### config.mk
export PLATFORM = sky130hd
export DESIGN_NAME = bus_dma_copy
export DESIGN_NICKNAME = d
export VERILOG_FILES = /design/src/rtl/bus_dma_copy.sv
export SDC_FILE = /design/constraint.sdc
export NUM_CORES = 1
export LEC_CHECK = 0
export CORE_ASPECT_RATIO = 1.1
export CORE_MARGIN = 3
export CORE_UTILIZATION = 30
export CTS_BUF_LIST = sky130_fd_sc_hd__clkbuf_8 sky130_fd_sc_hd__clkbuf_16
export DETAILED_ROUTE_END_ITERATION = 6
export GPL_TIMING_DRIVEN = 0
export HOLD_SLACK_MARGIN = 0.03
export PLACE_DENSITY = 0.61
export SLEW_MARGIN = 25
export SYNTH_ARGS = -nofsm -noshare
export SYNTH_HDL_FRONTEND = slang
export SYNTH_SLANG_ARGS = --single-unit
### constraint.sdc
create_clock -name clk_i -period 11.64 [get_ports clk_i]
set_input_delay 3.492 -clock clk_i [delete_from_list [all_inputs] [get_ports clk_i]]
set_output_delay 3.492 -clock clk_i [all_outputs]
set_load 0.01 [all_outputs]
### src/rtl/bus_dma_copy.sv
// Word-copy DMA: a register slave programmed by the core, plus a bus initiator
// that moves LEN words from SRC to DST and raises a level interrupt when done.
module bus_dma_copy #(
  parameter int AddrWidth = 32,
  parameter int DataWidth = 32,
  parameter int LenWidth  = 16
) (
  input  logic                 clk_i,
  input  logic                 rst_i,
  input  logic                 dev_req_i,
  input  logic                 dev_we_i,
  input  logic [3:0]           dev_be_i,
  input  logic [AddrWidth-1:0] dev_addr_i,
  input  logic [DataWidth-1:0] dev_wdata_i,
  output logic                 dev_rvalid_o,
  output logic [DataWidth-1:0] dev_rdata_o,
  output logic                 dev_err_o,
  output logic                 host_req_o,
  input  logic                 host_gnt_i,
  output logic [AddrWidth-1:0] host_addr_o,
  output logic                 host_we_o,
  output logic [3:0]           host_be_o,
  output logic [DataWidth-1:0] host_wdata_o,
  input  logic                 host_rvalid_i,
  input  logic [DataWidth-1:0] host_rdata_i,
  input  logic                 host_err_i,
  output logic                 irq_o
);

  localparam logic [2:0] IDLE    = 3'd0;
  localparam logic [2:0] RD_REQ  = 3'd1;
  localparam logic [2:0] RD_WAIT = 3'd2;
  localparam logic [2:0] WR_REQ  = 3'd3;
  localparam logic [2:0] WR_WAIT = 3'd4;

  logic [2:0]           state, state_d;
  logic [AddrWidth-1:0] src, dst;
  logic [LenWidth-1:0]  len;
  logic [DataWidth-1:0] data_q;
  logic                 irq_en, done, err;

  logic [2:0] offs;
  logic       busy, wr_full, ctrl_wr, stat_wr, start;
  logic       wr_src, wr_dst, wr_len;
  logic       rsp, abort, word_done, last_word;
  logic       irq_en_d, done_d, err_d;
  logic       dev_err_d;
  logic [DataWidth-1:0] dev_rdata_d;
  logic       unused_addr;

  // Only bits [4:2] select a register; the bus decoder handles the rest.
  assign offs        = dev_addr_i[4:2];
  assign unused_addr = ^{dev_addr_i[AddrWidth-1:5], dev_addr_i[1:0]};

  assign busy    = (state != IDLE);
  assign wr_full = dev_req_i & dev_we_i & (dev_be_i == 4'hF);
  assign wr_src  = wr_full & (offs == 3'd0) & ~busy;
  assign wr_dst  = wr_full & (offs == 3'd1) & ~busy;
  assign wr_len  = wr_full & (offs == 3'd2) & ~busy;
  assign ctrl_wr = wr_full & (offs == 3'd3);
  assign stat_wr = wr_full & (offs == 3'd4);
  assign start   = ctrl_wr & dev_wdata_i[0] & ~busy;

  assign rsp       = host_rvalid_i & ((state == RD_WAIT) | (state == WR_WAIT));
  assign abort     = rsp & host_err_i;
  assign word_done = rsp & ~host_err_i & (state == WR_WAIT);
  assign last_word = word_done & (len == LenWidth'(1));

  // Hardware set of DONE takes priority over a same-cycle W1C.
  assign irq_en_d = ctrl_wr ? dev_wdata_i[1] : irq_en;
  assign done_d   = (start & (len == '0)) | last_word | abort |
                    (done & ~(stat_wr & dev_wdata_i[1]));
  assign err_d    = abort | (err & ~(stat_wr & dev_wdata_i[2]));

  always_comb begin
    state_d = state;
    case (state)
      IDLE:    if (start && len != '0) state_d = RD_REQ;
      RD_REQ:  if (host_gnt_i) state_d = RD_WAIT;
      RD_WAIT: if (host_rvalid_i) state_d = host_err_i ? IDLE : WR_REQ;
      WR_REQ:  if (host_gnt_i) state_d = WR_WAIT;
      WR_WAIT: if (host_rvalid_i)
                 state_d = (host_err_i || len == LenWidth'(1)) ? IDLE : RD_REQ;
      default: state_d = IDLE;
    endcase
  end

  always_comb begin
    dev_err_d   = dev_req_i & ((offs > 3'd4) | (dev_we_i & busy & (offs <= 3'd2)));
    dev_rdata_d = '0;
    if (dev_req_i && !dev_we_i) begin
      case (offs)
        3'd0:    dev_rdata_d = DataWidth'({src[AddrWidth-1:2], 2'b00});
        3'd1:    dev_rdata_d = DataWidth'({dst[AddrWidth-1:2], 2'b00});
        3'd2:    dev_rdata_d = DataWidth'(len);
        3'd3:    dev_rdata_d = DataWidth'({irq_en, 1'b0});
        3'd4:    dev_rdata_d = DataWidth'({err, done, busy});
        default: dev_rdata_d = '0;
      endcase
    end
  end

  always_ff @(posedge clk_i or posedge rst_i) begin
    if (rst_i) begin
      state        <= IDLE;
      src          <= '0;
      dst          <= '0;
      len          <= '0;
      data_q       <= '0;
      irq_en       <= 1'b0;
      done         <= 1'b0;
      err          <= 1'b0;
      irq_o        <= 1'b0;
      dev_rvalid_o <= 1'b0;
      dev_rdata_o  <= '0;
      dev_err_o    <= 1'b0;
    end else begin
      state        <= state_d;
      irq_en       <= irq_en_d;
      done         <= done_d;
      err          <= err_d;
      irq_o        <= done_d & irq_en_d;
      dev_rvalid_o <= dev_req_i;
      dev_rdata_o  <= dev_rdata_d;
      dev_err_o    <= dev_err_d;
      if (state == RD_WAIT && host_rvalid_i) data_q <= host_rdata_i;
      if (wr_src) src <= AddrWidth'(dev_wdata_i);
      else if (word_done) src <= src + AddrWidth'(4);
      if (wr_dst) dst <= AddrWidth'(dev_wdata_i);
      else if (word_done) dst <= dst + AddrWidth'(4);
      if (wr_len) len <= dev_wdata_i[LenWidth-1:0];
      else if (word_done) len <= len - LenWidth'(1);
    end
  end

  // Host outputs decode straight from state so reset drops the request at once.
  assign host_req_o   = (state == RD_REQ) | (state == WR_REQ);
  assign host_we_o    = (state == WR_REQ);
  assign host_be_o    = {4{host_req_o}};
  assign host_addr_o  = (state == RD_REQ) ? {src[AddrWidth-1:2], 2'b00} :
                        (state == WR_REQ) ? {dst[AddrWidth-1:2], 2'b00} : '0;
  assign host_wdata_o = (state == WR_REQ) ? data_q : '0;

endmodule

==> summary.txt <==
Logic synthesis
  • Post-synthesis simple-gate area fraction: between 20 and 30%
  • Largest cells by area after synthesis: dfrtp_1 (43%), mux2i_1 (5.1%), nor2_1 (4.7%), mux2_2 (4.2%), nand2_1 (3.7%)
  • Post-synth top area cell: dfrtp_1
  • Xor/xnor cell area share of the yosys netlist: between 2 and 2.5%
  • Yosys reg bits: 149
  • Yosys top cell area share: 43.20%
  • Syn avg cell area: 9.114 µm²
  • Synth Area in Adders: 0.8408%
  • Multiplexer share of the synthesized area: a little under a tenth
  • Distinct cells, synth: 63
  • Most frequent cell after synthesis: dfrtp_1
  • Combinational family with the most area after synthesis: simple AND/OR/NAND/NOR gates
  • Register area share after synthesis: 43.20%
  • Ys Warns: 0
  • Async set-reset flop share out of synthesis: 100.0%
  • Synth Cell Area: 0.008631 mm²
  • Compound-gate portion of the synthesized area: 13.58%
  • Post-synth EDFFs: 0
  • Post-synth top cells: dfrtp_1 (149), nor2_1 (108), nand2_1 (86)
  • Post-Synthesis Cells: 947
  • Most used DFF post-synth: dfrtp_1

Finish
  • # fillers: approximately 2800
  • Multi-input logic area: approximately 0.0045 mm²
  • Ratio of cells with drive above 1 in the final layout: 10.52%
  • Register area: 0.003729 mm²
  • # diodes: 0
  • Layout Nets: 1259
  • Area Overhead vs Synth: 33.34%
  • Fin cells: 1523

Global routing
  • Initial antenna violation count: 0
  • Aggregate global routing overflow: 0
  • Vias in the first global route: 8269
  • Pin count of the biggest net entering global routing: between 70 and 80
  • First-pass GRT wire length: around 48000 µm
  • Gr usage total: between 20 and 25%

Clock tree
  • Clk root buf: clkbuf_16
  • CTS tree: built
  • CTS sink cnt: 149
  • Post-CTS sizing: 0
  • Inserted Clock Buffers: 17
  • Post-CTS Setup Bufs: 0
  • Clock Pin Slew Worst Setup and Hold Paths: approximately 0.070 ns
  • CTS Hold Bufs: 0
  • Clk Latency, worst-skew pair: 0.43 ns
  • Clock buffer depth: 2
  • H-tree depth: 4

Routing
  • Post-Route WL: 31510 µm
  • Routed Antenna Nets: 0
  • Drt drc: 0
  • DRT iter0 DRCs: 725
  • DR WL/cell: around 21 µm
  • Vias: 8494
  • TritonRoute pass-1 iters: 5
  • DR vias/cell: 5.577

Status
  • Status: complete, no violations

STA
  • Final worst slack: between 5 and 6 ns
  • Setup Skew: between 0.015 and 0.02 ns
  • Fmax: 0.1560 GHz
  • Fin crit period: 6.411 ns
  • Worst-Margin Slew: just under 0.9 ns
  • TNS Setup: 0 ns
  • Slew Viols, Final: 0
  • Worst hold margin: 0.5003 ns
  • Max_slew headroom: 42.39%
  • Final Hold Viols: 0
  • RSZ-0062 raised after global routing: no
  • Final Setup Violations: 0
  • Tcrit/Tclk final: 55.08%

Place
  • Place WS: 5.543 ns
  • Cell count after placement: 1491
  • Port Buffer Count: 179
  • GP Congestion: between 0.9 and 1
  • Placed wire-length estimate: roughly 23000 µm

Pwr
  • Power Total: slightly below 2 mW
  • NetSw: ~0.7 mW
  • Comb pwr share: between 30% and 40%
  • Static leakage: 4.746 nW
  • Switch share: 35.73%
  • P_int: 1.243 mW
  • Flop pwr share: 37.3%
  • Clock share of power: just under 30%
  • PD cells: 168.1 mW/mm²
  • Maximum VDD drop: 0.0001119 V

Die
  • # IOs: 212
  • Die width: roughly 170 µm
  • Core area: 0.02811 mm²
  • Die height: 183.9 µm
  • # rows: 64
  • Initial core utilization: 30.71%
  • Die area: 0.03084 mm²

Critical path
  • Slowest stage delay, CP: 0.61 ns
  • Crit-path max FO: 10
  • FF-to-FF path depth: 8
  • Slowest-stage cell, CP: clkdlybuf4s50_1
  • Crit. End Element: primary output
  • Crit-path cells: buf_4, buf_1, buf_2, mux2i_1, nor2_1, clkdlybuf4s50_1
  • Reg2reg start: state[2]
  • Worst EP arrival: around 2.9 ns
  • CP required: 8.15 ns
  • Critical R2R Capture: src[9]
  • Worst R2R Setup Slack: 9.08 ns
  • Critical path class: flop to primary output
  • Critical Path Source Type: flop

Flow run
  • Maxcap violations: 0

Hold path
  • Hold Path End: data_q[25]
  • Hold Path Class: flop to flop
  • Hold Crit Start: data_q[25]
  • Worst Hold Path Cells: 1
## cell type report
cell class                 count  area share, %
clock buffer                  17          3.696
tap                          363          3.947
timing repair buffer         180          15.81
clock inverter                15          1.457
buffer                        80          3.403
inverter                      14         0.5219
sequential                   149          32.40
multi-input combinational    705          38.77
## flip-flops by register name (all words and copies together) (netlist names)
signal,flops
err,1
done,1
dev_rvalid_o,1
dev_rdata_o,32
src,30
irq_o,1
dev_err_o,1
len,16
dst,30
state,3
irq_en,1
data_q,32
## cell families (layout without fill, tap and decap cells)
group	Yosys count	in the layout
flops	149	149
buf+inv	94	306
simple gates	422	422
mux	77	77
fa+ha+maj	6	6
compound gates	178	178
other cells	1	2
xor+xnor	20	20
## worst max-delay path by stage
stage | slack (ns) | cells past startpoint | to | startpoint
after floorplan | 4.14 | 1 | data_q[0] | rst_i
after global placement | 1.58 | 2 | dev_rdata_o[23] | rst_i
after detailed placement | 5.54 | 8 | src[9] | host_rvalid_i
after CTS | 5.15 | 6 | host_addr_o[18] | state[1]
after global routing | 5.07 | 6 | host_addr_o[18] | state[1]
final | 5.23 | 6 | host_addr_o[18] | state[1]
## worst max-delay path, delay by kind of cell, from the launching register on
family	cells	cell delay [ns]
simple gates	1	0.19
mux	1	0.13
buf+inv	4	1.86
flops	1	0.32
## power groups by stage
stage	clock [mW]	sequential [mW]	combinational [mW]
3_5_place_dp	0	0.730	0.640
2_1_floorplan	0	0.699	0.405
4_1_cts	0.578	0.720	0.643
5_1_grt	0.602	0.736	0.699
3_3_place_gp	0	0.724	0.630
6_report	0.571	0.722	0.642
## through the flow
step	util (%)	cell area, µm²
after floorplan	-	8635
after global placement	38.71	10880
after detailed placement	38.84	10920
after CTS	40.95	11510
after global routing	40.95	11510
final	40.95	11510
## placed cells by master, fill, tap and decap left out, types with 5 or more instances in the layout
cell               n
and2_1            10
nand4_1           33
dfrtp_1          149
nor3_1            14
nor4_1             9
ha_1               5
xor2_1            11
or4_1              9
clkbuf_16         17
buf_4             12
xnor2_1            9
o21ai_0           43
or3_1              8
mux2i_1           44
clkdlybuf4s50_1  179
mux2_2            32
o211ai_1          19
and4_1            10
a31oi_1            9
o311ai_0          12
a22oi_1           30
nor2_1           108
buf_1              8
clkbuf_1          28
nor3b_1            5
inv_6              6
nand2_1           86
inv_1             14
and3_1            45
nand3_1           53
buf_2             29
nand3b_1           5
a21oi_1           34
## per-layer routing
| metal | wire length [µm] | vias up | global-route usage, % |
|---|---|---|---|
| met2 | 14650 | 434 | 32.66 |
| li1 | - | 3851 | - |
| met4 | 935 | 0 | 6.939 |
| met5 | 0 | - | 0 |
| met1 | 13200 | 4143 | 26.40 |
| met3 | 2727 | 66 | 4.409 |
No activity file was read; power rests on OpenSTA's default activity.
